File: src/rtl/fp_add_accumulator_if.sv
// Stream/adder/result bundle for fp_add_accumulator.
// slave  : the accumulator's view (consumes elements, drives the adder operands and the result)
// master : the environment's view (element source, adder, result consumer)
interface fp_add_accumulator_if #(
  parameter int CNT_W = 16
);
  // Element input stream
  logic             in_valid;
  logic             in_ready;
  logic [31:0]      in_data;
  logic             in_last;
  // Combinational FP adder
  logic [31:0]      add_a;
  logic [31:0]      add_b;
  logic [31:0]      add_sum;
  logic             add_uo;
  // Result output
  logic             out_valid;
  logic             out_ready;
  logic [31:0]      out_data;
  logic [CNT_W-1:0] out_count;
  logic             out_flag;

  modport slave (
    input  in_valid, in_data, in_last, add_sum, add_uo, out_ready,
    output in_ready, add_a, add_b, out_valid, out_data, out_count, out_flag
  );

  modport master (
    output in_valid, in_data, in_last, add_sum, add_uo, out_ready,
    input  in_ready, add_a, add_b, out_valid, out_data, out_count, out_flag
  );
endinterface

File: src/rtl/fp_add_accumulator.sv
// Float32 stream accumulator wrapped around an external combinational FP adder.
// The first element loads the running sum directly; every later element is
// presented to the adder for ADD_LATENCY cycles and the result is captured.
// Optional build macro FP_ACC_ZERO_BYPASS_EN: zero operands bypass the adder,
// because its implicit leading 1 mis-handles them.
module fp_add_accumulator #(
  parameter int ADD_LATENCY = 2,   // 1..15
  parameter int CNT_W       = 16
) (
  input  logic                 clk,
  input  logic                 rst_n,
  fp_add_accumulator_if.slave  bus
);

  typedef enum logic [1:0] {
    S_IDLE  = 2'd0,
    S_ACCUM = 2'd1,
    S_WAIT  = 2'd2,
    S_DONE  = 2'd3
  } state_t;

  localparam logic [3:0] WAIT_INIT = 4'(ADD_LATENCY - 1);

  state_t           state_q, state_d;
  logic [31:0]      acc;
  logic [31:0]      opnd;
  logic [CNT_W-1:0] count;
  logic             flag;
  logic [3:0]       wait_cnt;
  logic             last_q;

  logic             in_fire;
  logic             elem_zero;
  logic             bypass;
  logic [CNT_W-1:0] count_inc;

  assign in_fire   = bus.in_valid && bus.in_ready;
  assign count_inc = (&count) ? count : count + 1'b1;

`ifdef FP_ACC_ZERO_BYPASS_EN
  assign elem_zero = (bus.in_data[30:0] == 31'd0);
  assign bypass    = elem_zero || (acc[30:0] == 31'd0);
`else
  assign elem_zero = 1'b0;
  assign bypass    = 1'b0;
`endif

  assign bus.add_a     = acc;
  assign bus.add_b     = opnd;
  assign bus.out_data  = acc;
  assign bus.out_count = count;
  assign bus.out_flag  = flag;

  // State register.
  // NOTE: sequential state uses non-blocking (<=) so every flop samples pre-edge values.
  always_ff @(posedge clk or negedge rst_n) begin
    if (!rst_n) state_q <= S_IDLE;
    else        state_q <= state_d;
  end

  // Next-state and handshake decode; in_ready/out_valid depend on state only.
  // NOTE: every output of this block is defaulted first so no latch can be inferred.
  always_comb begin
    state_d       = state_q;
    bus.in_ready  = 1'b0;
    bus.out_valid = 1'b0;
    case (state_q)
      S_IDLE: begin
        bus.in_ready = 1'b1;
        if (in_fire) state_d = bus.in_last ? S_DONE : S_ACCUM;
      end
      S_ACCUM: begin
        bus.in_ready = 1'b1;
        if (in_fire) begin
          if (bypass) state_d = bus.in_last ? S_DONE : S_ACCUM;
          else        state_d = S_WAIT;
        end
      end
      S_WAIT: begin
        if (wait_cnt == 4'd0) state_d = last_q ? S_DONE : S_ACCUM;
      end
      S_DONE: begin
        bus.out_valid = 1'b1;
        if (bus.out_ready) state_d = S_IDLE;
      end
      default: state_d = S_IDLE;
    endcase
  end

  // Datapath: running sum, latched operand, element count, sticky flag, wait timer.
  always_ff @(posedge clk or negedge rst_n) begin
    if (!rst_n) begin
      acc      <= 32'd0;
      opnd     <= 32'd0;
      count    <= '0;
      flag     <= 1'b0;
      wait_cnt <= 4'd0;
      last_q   <= 1'b0;
    end else begin
      case (state_q)
        S_IDLE: begin
          if (in_fire) begin
            acc   <= bus.in_data;
            count <= {{(CNT_W-1){1'b0}}, 1'b1};
            flag  <= 1'b0;
          end
        end
        S_ACCUM: begin
          if (in_fire) begin
            if (bypass) begin
              // Zero element leaves the sum alone; zero sum takes the element.
              if (!elem_zero) acc <= bus.in_data;
              count <= count_inc;
            end else begin
              opnd     <= bus.in_data;
              last_q   <= bus.in_last;
              wait_cnt <= WAIT_INIT;
            end
          end
        end
        S_WAIT: begin
          if (wait_cnt == 4'd0) begin
            acc   <= bus.add_sum;
            flag  <= flag | bus.add_uo;
            count <= count_inc;
          end else begin
            wait_cnt <= wait_cnt - 4'd1;
          end
        end
        default: ;
      endcase
    end
  end

endmodule

File: src/flat_wrapper.sv
// flat-port wrapper written by rule: the top's interface ports become plain ports
module fp_add_accumulator_flat 
#(
  parameter int ADD_LATENCY = 2,           
  parameter int CNT_W       = 16
)
  (clk, rst_n, bus_in_valid, bus_in_data, bus_in_last, bus_add_sum, bus_add_uo, bus_out_ready, bus_in_ready, bus_add_a, bus_add_b, bus_out_valid, bus_out_data, bus_out_count, bus_out_flag);
  fp_add_accumulator_if #(.CNT_W(CNT_W)) bus_i ();
  input  logic clk;
  input  logic rst_n;
  input wire logic [$bits(bus_i.in_valid)-1:0] bus_in_valid;
  input wire logic [$bits(bus_i.in_data)-1:0] bus_in_data;
  input wire logic [$bits(bus_i.in_last)-1:0] bus_in_last;
  input wire logic [$bits(bus_i.add_sum)-1:0] bus_add_sum;
  input wire logic [$bits(bus_i.add_uo)-1:0] bus_add_uo;
  input wire logic [$bits(bus_i.out_ready)-1:0] bus_out_ready;
  output wire logic [$bits(bus_i.in_ready)-1:0] bus_in_ready;
  output wire logic [$bits(bus_i.add_a)-1:0] bus_add_a;
  output wire logic [$bits(bus_i.add_b)-1:0] bus_add_b;
  output wire logic [$bits(bus_i.out_valid)-1:0] bus_out_valid;
  output wire logic [$bits(bus_i.out_data)-1:0] bus_out_data;
  output wire logic [$bits(bus_i.out_count)-1:0] bus_out_count;
  output wire logic [$bits(bus_i.out_flag)-1:0] bus_out_flag;
  assign bus_i.in_valid = bus_in_valid;
  assign bus_i.in_data = bus_in_data;
  assign bus_i.in_last = bus_in_last;
  assign bus_i.add_sum = bus_add_sum;
  assign bus_i.add_uo = bus_add_uo;
  assign bus_i.out_ready = bus_out_ready;
  assign bus_in_ready = bus_i.in_ready;
  assign bus_add_a = bus_i.add_a;
  assign bus_add_b = bus_i.add_b;
  assign bus_out_valid = bus_i.out_valid;
  assign bus_out_data = bus_i.out_data;
  assign bus_out_count = bus_i.out_count;
  assign bus_out_flag = bus_i.out_flag;
  fp_add_accumulator #(.ADD_LATENCY(ADD_LATENCY), .CNT_W(CNT_W)) u_core (.clk(clk), .rst_n(rst_n), .bus(bus_i));
endmodule
File: config.mk
export PLATFORM = sky130hd
export DESIGN_NAME = fp_add_accumulator_flat
export DESIGN_NICKNAME = d
export VERILOG_FILES = /design/src/rtl/fp_add_accumulator_if.sv /design/src/rtl/fp_add_accumulator.sv /design/src/flat_wrapper.sv
export SDC_FILE = /design/constraint.sdc
export NUM_CORES = 1
export LEC_CHECK = 0
export ABC_AREA = 1
export BUFFER_PORTS_ARGS = -buffer_cell sky130_fd_sc_hd__buf_2
export CAP_MARGIN = 20
export CORE_UTILIZATION = 52
export DETAILED_ROUTE_END_ITERATION = 8
export GPL_TIMING_DRIVEN = 0
export PLACE_DENSITY = 0.86
export SLEW_MARGIN = 30
export SYNTH_ARGS = -nofsm -noshare
export SYNTH_HDL_FRONTEND = slang
export SYNTH_SLANG_ARGS = --single-unit
File: constraint.sdc
create_clock -name clk -period 3.3 [get_ports clk]
set_input_delay 0.495 -clock clk [delete_from_list [all_inputs] [get_ports clk]]
set_output_delay 0.495 -clock clk [all_outputs]
set_load 0.005 [all_outputs]
# Word level (Yosys, flattened, before mapping)
# Cells that the tools add are included.
[word_totals]
ram_bits = 0
latchBits = 0
regBits = 88
word_cells = 53
n_memories = 0
rom_bits = 0
[op_classes]
eq_ne = 9
bitwise_logic = 1
order_cmp = 0
n_mux = 22
n_reduce_logical = 12
add_sub_neg = 2
n_shift = 0
div_mod_pow = 0
mul = 0
[op_table]
columns = ["cell", "count"]
rows = [
  ["2-to-1 mux 32 bit", 2],
  ["case mux 32 bit (2 select lines)", 1],
  ["2-to-1 mux 16 bit", 3],
  ["case mux 16 bit (2 select lines)", 1],
  ["adder 16 x 1 -> 16 bit (second input constant)", 1],
  ["AND reduction 16 bit", 1],
  ["2-to-1 mux 2 bit", 6],
  ["2-to-1 mux 4 bit", 2],
  ["case mux 2 bit (4 select lines)", 1],
  ["case mux 4 bit (2 select lines)", 1],
  ["AND reduction 4 bit", 2],
  ["inequality test 2 x 1 -> 1 bit (second input constant)", 3],
  ["inequality test 2 bit (second input constant)", 3],
  ["AND reduction 3 bit", 2],
  ["== test 2 bit (second input constant)", 2],
  ["logical NOT 4 bit", 1],
  ["2-to-1 mux 1 bit", 4],
  ["nonzero test 2 bit", 2],
  ["subtractor 4 x 1 -> 4 bit (second input constant)", 1],
  ["== test 2 x 1 -> 1 bit (second input constant)", 1],
  ["logical NOT 2 bit", 1],
  ["case mux 1 bit (2 select lines)", 1],
  ["AND reduction 2 bit", 1],
  ["OR reduction 2 bit", 1],
  ["2 further kinds", 2],
]

# Logic depth before layout (Yosys ltp)
# Gate-level depths: netlist of the first run.
[depth]
word_depth = 6
ltp_mapped = 10
mapped_depth_nobuf = 9

# Worst setup path after synthesis of the first run
# OpenSTA, ideal clock, no wires.
[synth_path]
path_type = "reg2reg"
start = "reg u_core.count[0], in the netlist u_core.bus.out_count[0]"
end = "reg u_core.count[5], in the netlist u_core.bus.out_count[5]"
stages_incl_launch_ff = 10
arrival_ps = 1388
setup_slack_ps = 1788
t_required_ps = 3177
synth_period_minus_slack_ps = 1512
setup_ps = 123
path_cell_list = "dfrtp_1 ha_1 nand2_1 nor2_2 nand3_2 nor2_4 inv_2 nand2_4 buf_6 o21ai_1"
[synth_via]
elab_chain_len = 4
elab_cells_between_ends = 7
[synth_rtl]
columns = ["element", "line_no", "source"]
rows = [
  ["from (decl)", "fp_add_accumulator.sv:27", "logic [CNT_W-1:0] count;"],
  ["from (signal assigned)", "fp_add_accumulator.sv:104", "count <= {{(CNT_W-1){1'b0}}, 1'b1};"],
  ["from (signal assigned)", "fp_add_accumulator.sv:113", "count <= count_inc;"],
  ["from (signal assigned)", "fp_add_accumulator.sv:125", "count <= count_inc;"],
  ["adder 16 x 1 -> 16 bit", "fp_add_accumulator.sv:38", "assign count_inc = (&count) ? count : count + 1'b1;"],
  ["2-to-1 mux 16 bit", "fp_add_accumulator.sv:38", ""],
  ["2-to-1 mux 16 bit", "fp_add_accumulator.sv:122", "if (wait_cnt == 4'd0) begin"],
  ["case mux 16 bit (2 select lines)", "fp_add_accumulator.sv:100", "case (state_q)"],
]
# Parallel ways exist; a longest one is shown, timed or not. The select of a mux whose other input is x is not followed.
# A chain may end at the register's enable or synchronous reset.

# Final worst setup path of the first run
[layout_path]
start = "reg u_core.count[0], in the netlist u_core.bus.out_count[0]"
end = "reg u_core.count[12], in the netlist u_core.bus.out_count[12]"
# The elaborated chain is that of the path after synthesis.

==> metrics.yaml, run 1 <==
outcome:
  run_status: "finished clean"
floorplan:
  fp.dieW_microns: 94.29
  coreArea_sq_um: 8217
  dieArea_sq_um: 8891
  die_h_microns: 94.29
  fp-row-count: 33
  initial_utilization_pct: 53.91
  io_pins: 185
worst_setup_path:
  worstRegToRegCells: 10
  r2r_start: "u_core.bus.out_count[0]"
  crit_chain: "ha_1 -> nand2_1 -> nor2_2 -> nand3_2 -> nor2_4 -> inv_2 -> nand2_4 -> buf_6 -> nand2_1 -> nand2_1"
  path_class: "reg2reg"
  path_delay_family: "simple AND/OR/NAND/NOR gates"
  required_ns: 3.59
  crit_path_max_fanout: 10
  reg2reg_to: "u_core.bus.out_count[12]"
  crit_path_max_incr_delay_ns: 0.42
  cp_slowest_cell: "dfrtp_1"
  crit_top_cell: "nand2_1"
  critPathCaptureType: "flop"
  crit_buf_inv: 2
  crit_cells: 10
  arrival_ns: 2.04
  cp-start-kind: "flop"
  ff2ff_setup_slack_ns: 1.55
yosys:
  syn_area_per_cell_sq_um: 8.068
  synthTopCellsByCount: "164 x nand2_1, 105 x o21ai_0, 88 x dfrtp_1"
  synthTopCellsByArea: "dfrtp_1 50%, nand2_1 14%, o21ai_0 12%"
  ys_types: 29
  yosys_register_bits: 88
  syn_inst: 549
  synth_edf_count: 0
  synthArstFlopShare_pct: 100.0
  yosysMostFrequentCell: "nand2_1"
  ys_warn_count: 0
  synth.largest_area_cell: "dfrtp_1"
  yosys.area.top_type_share_pct: 49.72
  synth_area_sq_um: 4429
  synthesis.nets: 622
  yosysSeqAreaShare_pct: 49.72
  synth_flop_cell: "dfrtp_1"
clock_tree:
  ctsResizeCount: 0
  cts_tree: "built"
  root_buffer: "clkbuf_8"
  clock-sinks: 88
  cts_buffer_depth: 2
  cts_hold_buf: 0
  path_clk_slew_ns: 0.09
  htree_levels: 3
  cts_buffers: 9
  clk_latency_ns: 0.36
  post_cts.repair.setup_buffers: 0
sta:
  drv_slew: 0
  period_minus_slack_ns: 1.745
  fmax_ghz: 0.5729
  rsz0062_at_grt: "false"
  fin_crit_sh_pct: 52.89
  fin_setup_tns_ns: 0
  worst_slew_pin_slew_ns: 0.4918
  setup_viol: 0
  slew_headroom_pct: 67.21
  clock_skew_ns: 0.01197
  final-hold-violation-count: 0
placement:
  port_buffers: 184
  dp.cells: 839
  post-dp-hpwl_mm: 9.271
  place_congestion: 0.8897
pwr:
  peakVddDrop_uv: 436.0
  clock_power_share_pct: 15.0
  power_switching_mw: 2.149
  seqPwrFrac_pct: 35.2
  power.density_nw_per_um2: 916.7
  combPwrFrac_pct: 49.8
  p_leak_nw: 3.226
  swShare_pct: 40.93
  p_int_mw: 3.101
grt:
  grt.overflow.total: 0
  grt_pass1_wl_mm: 19.02
  grt_max_degree: 50
  antenna_found_initial: 0
  grt_usage_pct: 27.94
  grt_pass1_vias: 3944
finish:
  diodes: 0
  fin_nets: 818
  drive_gt1_share_pct: 35.33
  num-fill-cells: 711
  area_growth_pct: 29.32
  stdcell_count: 855
job:
  max-cap-violations: 0
route:
  drc: 0
  drtPass1Iterations: 5
  vias_per_cell: 5.118
  drt_iter0_drc: 202
  vias: 4376
  wl_mm: 12.25
  wire_per_inst_microns: 14.33
  ant_nets: 0
hold_path:
  hp-class: "in2async"
[cell usage in the layout, fill, tap and decap left out, drive strengths merged, types with 3 or more instances in the layout]
cell,synthesis,layout
nand2,166,166
buf,51,236
o21ai,114,114
nor2,29,29
nor3,3,3
clkbuf,7,17
nand3b,3,3
inv,51,54
dfrtp,88,88
ha,3,3
nand3,23,23
a21oi,3,3
[cell families (layout without fill, tap and decap cells)]
kind of cell             Yosys count  after routing  synth area share, %
flip-flops                        88             88                49.72
AO/OA/AOI/OAI                    120            120                13.73
AND/OR/NAND/NOR                  227            227                21.86
XOR/XNOR                           2              2               0.3956
adder cells (fa/ha/maj)            3              3               0.8475
buffers and inverters            109            310                13.45
[stage by stage]
step | hold WS, ns | util [%] | setup slack (ns) | instance area, sq um | power (mW)
after floorplan | 0.1994 | - | 1.788 | 4429 | 3.361
after global placement | 0.4649 | 66.71 | 0.9720 | 5482 | 4.376
after detailed placement | 0.4271 | 67.12 | 1.581 | 5515 | 4.488
after CTS | 0.04170 | 69.71 | 1.553 | 5728 | 5.276
after global routing | 0.05753 | 69.71 | 1.418 | 5728 | 5.709
final | 0.03973 | 69.71 | 1.555 | 5728 | 5.251
[power by group through the flow]
| stage | clock network [mW] | registers [mW] | logic, mW |
|---|---|---|---|
| global placement | 0 | 1.83 | 2.54 |
| CTS | 0.803 | 1.84 | 2.64 |
| detailed placement | 0 | 1.85 | 2.63 |
| floorplan | 0 | 1.85 | 1.51 |
| finish | 0.789 | 1.85 | 2.61 |
| global route | 0.853 | 1.89 | 2.97 |
[worst max path at each step]
stage | from | endpoint | slack [ns]
3_3_place_gp | rst_n | u_core.bus.add_b[10] | 0.97
2_1_floorplan | u_core.bus.out_count[0] | u_core.bus.out_count[5] | 1.79
6_report | u_core.bus.out_count[0] | u_core.bus.out_count[12] | 1.55
3_5_place_dp | bus_in_valid | u_core.bus.add_b[0] | 1.58
5_1_grt | u_core.wait_cnt[0] | u_core.bus.add_a[30] | 1.42
4_1_cts | u_core.bus.out_count[0] | u_core.bus.out_count[12] | 1.55
[metal layers]
metal	vias up	routed length, microns	track usage, %
met5	-	0	0
met4	0	149	7.308
met3	16	928	4.126
met2	193	6171	48.37
met1	2060	5003	36.41
li1	2107	-	-
[registers in the layout, summed over array words and instances (netlist names)]
register,count
u_core.last_q,1
u_core.bus.add_a,32
u_core.wait_cnt,4
u_core.bus.add_b,32
u_core.state_q,2
u_core.bus.out_flag,1
u_core.bus.out_count,16
[final cells by class]
type / instances / area (sq um) / share of cell area, %
Timing Repair Buffer: 185 / 954.7 / 16.67
Sequential cell: 88 / 2202 / 38.44
Multi-Input combinational cell: 352 / 1632 / 28.48
Tap cell: 105 / 131.4 / 2.294
Inverter: 51 / 191.4 / 3.342
Clock buffer: 10 / 137.6 / 2.403
Clock inverter: 6 / 75.07 / 1.311
Buffer: 58 / 404.1 / 7.055
Power figures use the tool's default switching activity.
==> run 2: changes to the inputs <==
Settings changed: CORE_UTILIZATION 52 to 44, PLACE_DENSITY 0.86 to 0.77.
Clock period 3.3 ns to 1.55 ns, I/O delays scaled along.
==> run 2 against run 1 <==
The flow now finishes with violations (setup timing). Critical path depth unchanged. Worst hold slack improved by 0.068 ns. Total power increased by 140%. Cell area increased by 7.7%. Die area increased by 18%. Critical path type unchanged. Highest routed layer unchanged. Routed wire length increased by 12%. Clock skew decreased by 0.0020 ns. First-iteration DRC count decreased by 16%. Cell count increased by 6.0%. Sequential power increased by 110%. Maximum frequency increased by 11%. Register-to-register slack got worse by 1.6 ns.
==> metrics.yaml, run 2 (same netlist as run 1, synthesis figures left out) <==
floorplan:
  coreArea_sq_um: 9774
  initial_utilization_pct: 45.31
  dieArea_sq_um: 10470
  fp.dieW_microns: 102.3
  io_pins: 185
  fp-row-count: 36
  die_h_microns: 102.3
route:
  drt_iter0_drc: 169
  drtPass1Iterations: 5
  vias: 4569
  vias_per_cell: 5.043
  ant_nets: 0
  routed-wl-met2_mm: 6.826
  wire_per_inst_microns: 15.12
  dr_wl_met3_mm: 1.047
  drc: 0
  top_layer: "met4"
  met1_length_mm: 5.535
  wl_mm: 13.70
clock_tree:
  htree_levels: 3
  clk_latency_ns: 0.36
  cts_buffer_depth: 2
  cts_tree: "built"
  path_clk_slew_ns: 0.08
  root_buffer: "clkbuf_8"
  cts_buffers: 9
  clock-sinks: 88
sta:
  worst_slew_pin_slew_ns: 0.4948
  rsz0062_at_grt: "true"
  drv_slew: 0
  clock_skew_ns: 0.01002
  fin_crit_sh_pct: 101.0
  slew_headroom_pct: 67.01
  period_minus_slack_ns: 1.566
  final-hold-violation-count: 0
  setup_viol: 4
  fmax_ghz: 0.6385
  final.setup.worst_slack_ns: -0.01618
placement:
  dpl-instance-area_sq_um: 5550
  post-dp-hpwl_mm: 9.594
  port_buffers: 184
  place_ws_ns: -0.1627
  place_congestion: 0.8911
pwr:
  peakVddDrop_uv: 846.8
  power.density_nw_per_um2: 2016
  p_leak_nw: 3.412
  p_total_mw: 12.44
grt:
  grt_pass1_vias: 4112
  grt_usage_pct: 24.75
  grt.overflow.total: 0
  grt_pass1_wl_mm: 19.75
  antenna_found_initial: 0
  grt_max_degree: 53
finish:
  final_common_cell: "buf_2"
  final_cell_mix: "192 x buf_2, 149 x nand2_1, 89 x o21ai_0"
  final_util_pct: 63.13
  multi_input_area_sq_um: 1752
  drive_gt1_share_pct: 42.30
  diodes: 0
  fin_nets: 842
  seqCellArea_sq_um: 2208
  num-fill-cells: 881
  design_area_sq_um: 6171
  area_growth_pct: 39.32
worst_setup_path:
  arrival_ns: 1.87
  crit_path_max_fanout: 7
  cp-start-kind: "flop"
  path_class: "reg2reg"
  r2r_start: "u_core.bus.out_count[1]"
  critPathCapture: "u_core.bus.out_count[12]"
  worstRegToRegCells: 10
  required_ns: 1.85
  ff2ff_setup_slack_ns: -0.02
  reg2reg_to: "u_core.bus.out_count[12]"
  critPathCaptureType: "flop"
  critPathLaunch: "u_core.bus.out_count[1]"
hold_path:
  hp-class: "in2reg"
outcome:
  run_status: "finished with violations"
  violations: "setup timing"
job:
  max-cap-violations: 0
[run 2: cell count changes in the layout (fill, tap and decap cells not counted), sizes merged]
cell / change
clkinvlp: +1
buf: +20
inv: -2
clkbuf: +3
clkinv: -1
bufbuf: +1
dlygate4sd3: +1
[run 2: layer usage]
layer | vias up | global-route usage [%]
li1 | 2154 | -
met1 | 2192 | 30.05
met2 | 200 | 42.23
met3 | 23 | 6.088
met4 | 0 | 9.890
met5 | - | 0
[run 2: worst min-delay path by stage]
stage / start / end / slack [ns] / depth (start not counted)
3_3_place_gp: u_core.bus.add_b[7] / u_core.bus.add_b[7] / 0.46 / 2
6_report: bus_in_last / u_core.last_q / 0.11 / 3
2_1_floorplan: rst_n / u_core.bus.add_a[0] / -0.06 / 0
3_5_place_dp: rst_n / u_core.bus.add_b[27] / 0.17 / 1
5_1_grt: bus_in_data[28] / u_core.bus.add_b[28] / 0.13 / 3
4_1_cts: bus_in_last / u_core.last_q / 0.11 / 3
[run 2: power by group]
| part | internal [mW] | total, mW | switching (mW) |
|---|---|---|---|
| Clock | 0.787 | 1.61 | 0.824 |
| Sequential | 3.26 | 3.93 | 0.669 |
| Combinational | 3.39 | 6.90 | 3.51 |
| Total | 7.44 | 12.4 | 5.00 |
[run 2: area by class of cell]
| class | instances | share of cell area [%] |
|---|---|---|
| Clock buffer | 11 | 2.291 |
| Sequential cell | 88 | 35.79 |
| Tap cell | 133 | 2.697 |
| Multi-Input combinational cell | 352 | 28.39 |
| Inverter | 51 | 3.102 |
| Timing Repair Buffer | 209 | 19.79 |
| Buffer | 58 | 7.076 |
| Clock inverter | 4 | 0.8719 |
[run 2: timing repair]
action / in CTS / in global routing
hold buffers: 1 / 0
endpoints found under the setup margin: 65 / 50
pin swaps: 4 / 10
setup buffers: 9 / 10
gates cloned: 1 / 3
gates resized for setup: 18 / 60
hold endpoints to repair: 36 / 0
[run 2: worst max-delay path, stage by stage (launching register included)]
cell and delay, ns:
dfrtp_1 0.36, ha_2 0.20, nand2_2 0.07, nor2_4 0.18, nand3_4 0.10, nor2_4 0.14, inv_2 0.06, nand2_4 0.12
clkbuf_16 0.17, nand2_1 0.05, nand2_1 0.06
[run 2: metrics by stage]
stage | hold WS, ns | instances | TNS [ns]
finish | 0.1076 | 906 | -0.02257
global route | 0.1285 | 906 | -1.928
CTS | 0.1055 | 893 | 0
detailed placement | 0.1652 | 867 | -5.642
global placement | 0.4629 | 866 | -51.96
floorplan | -0.06309 | 549 | 0
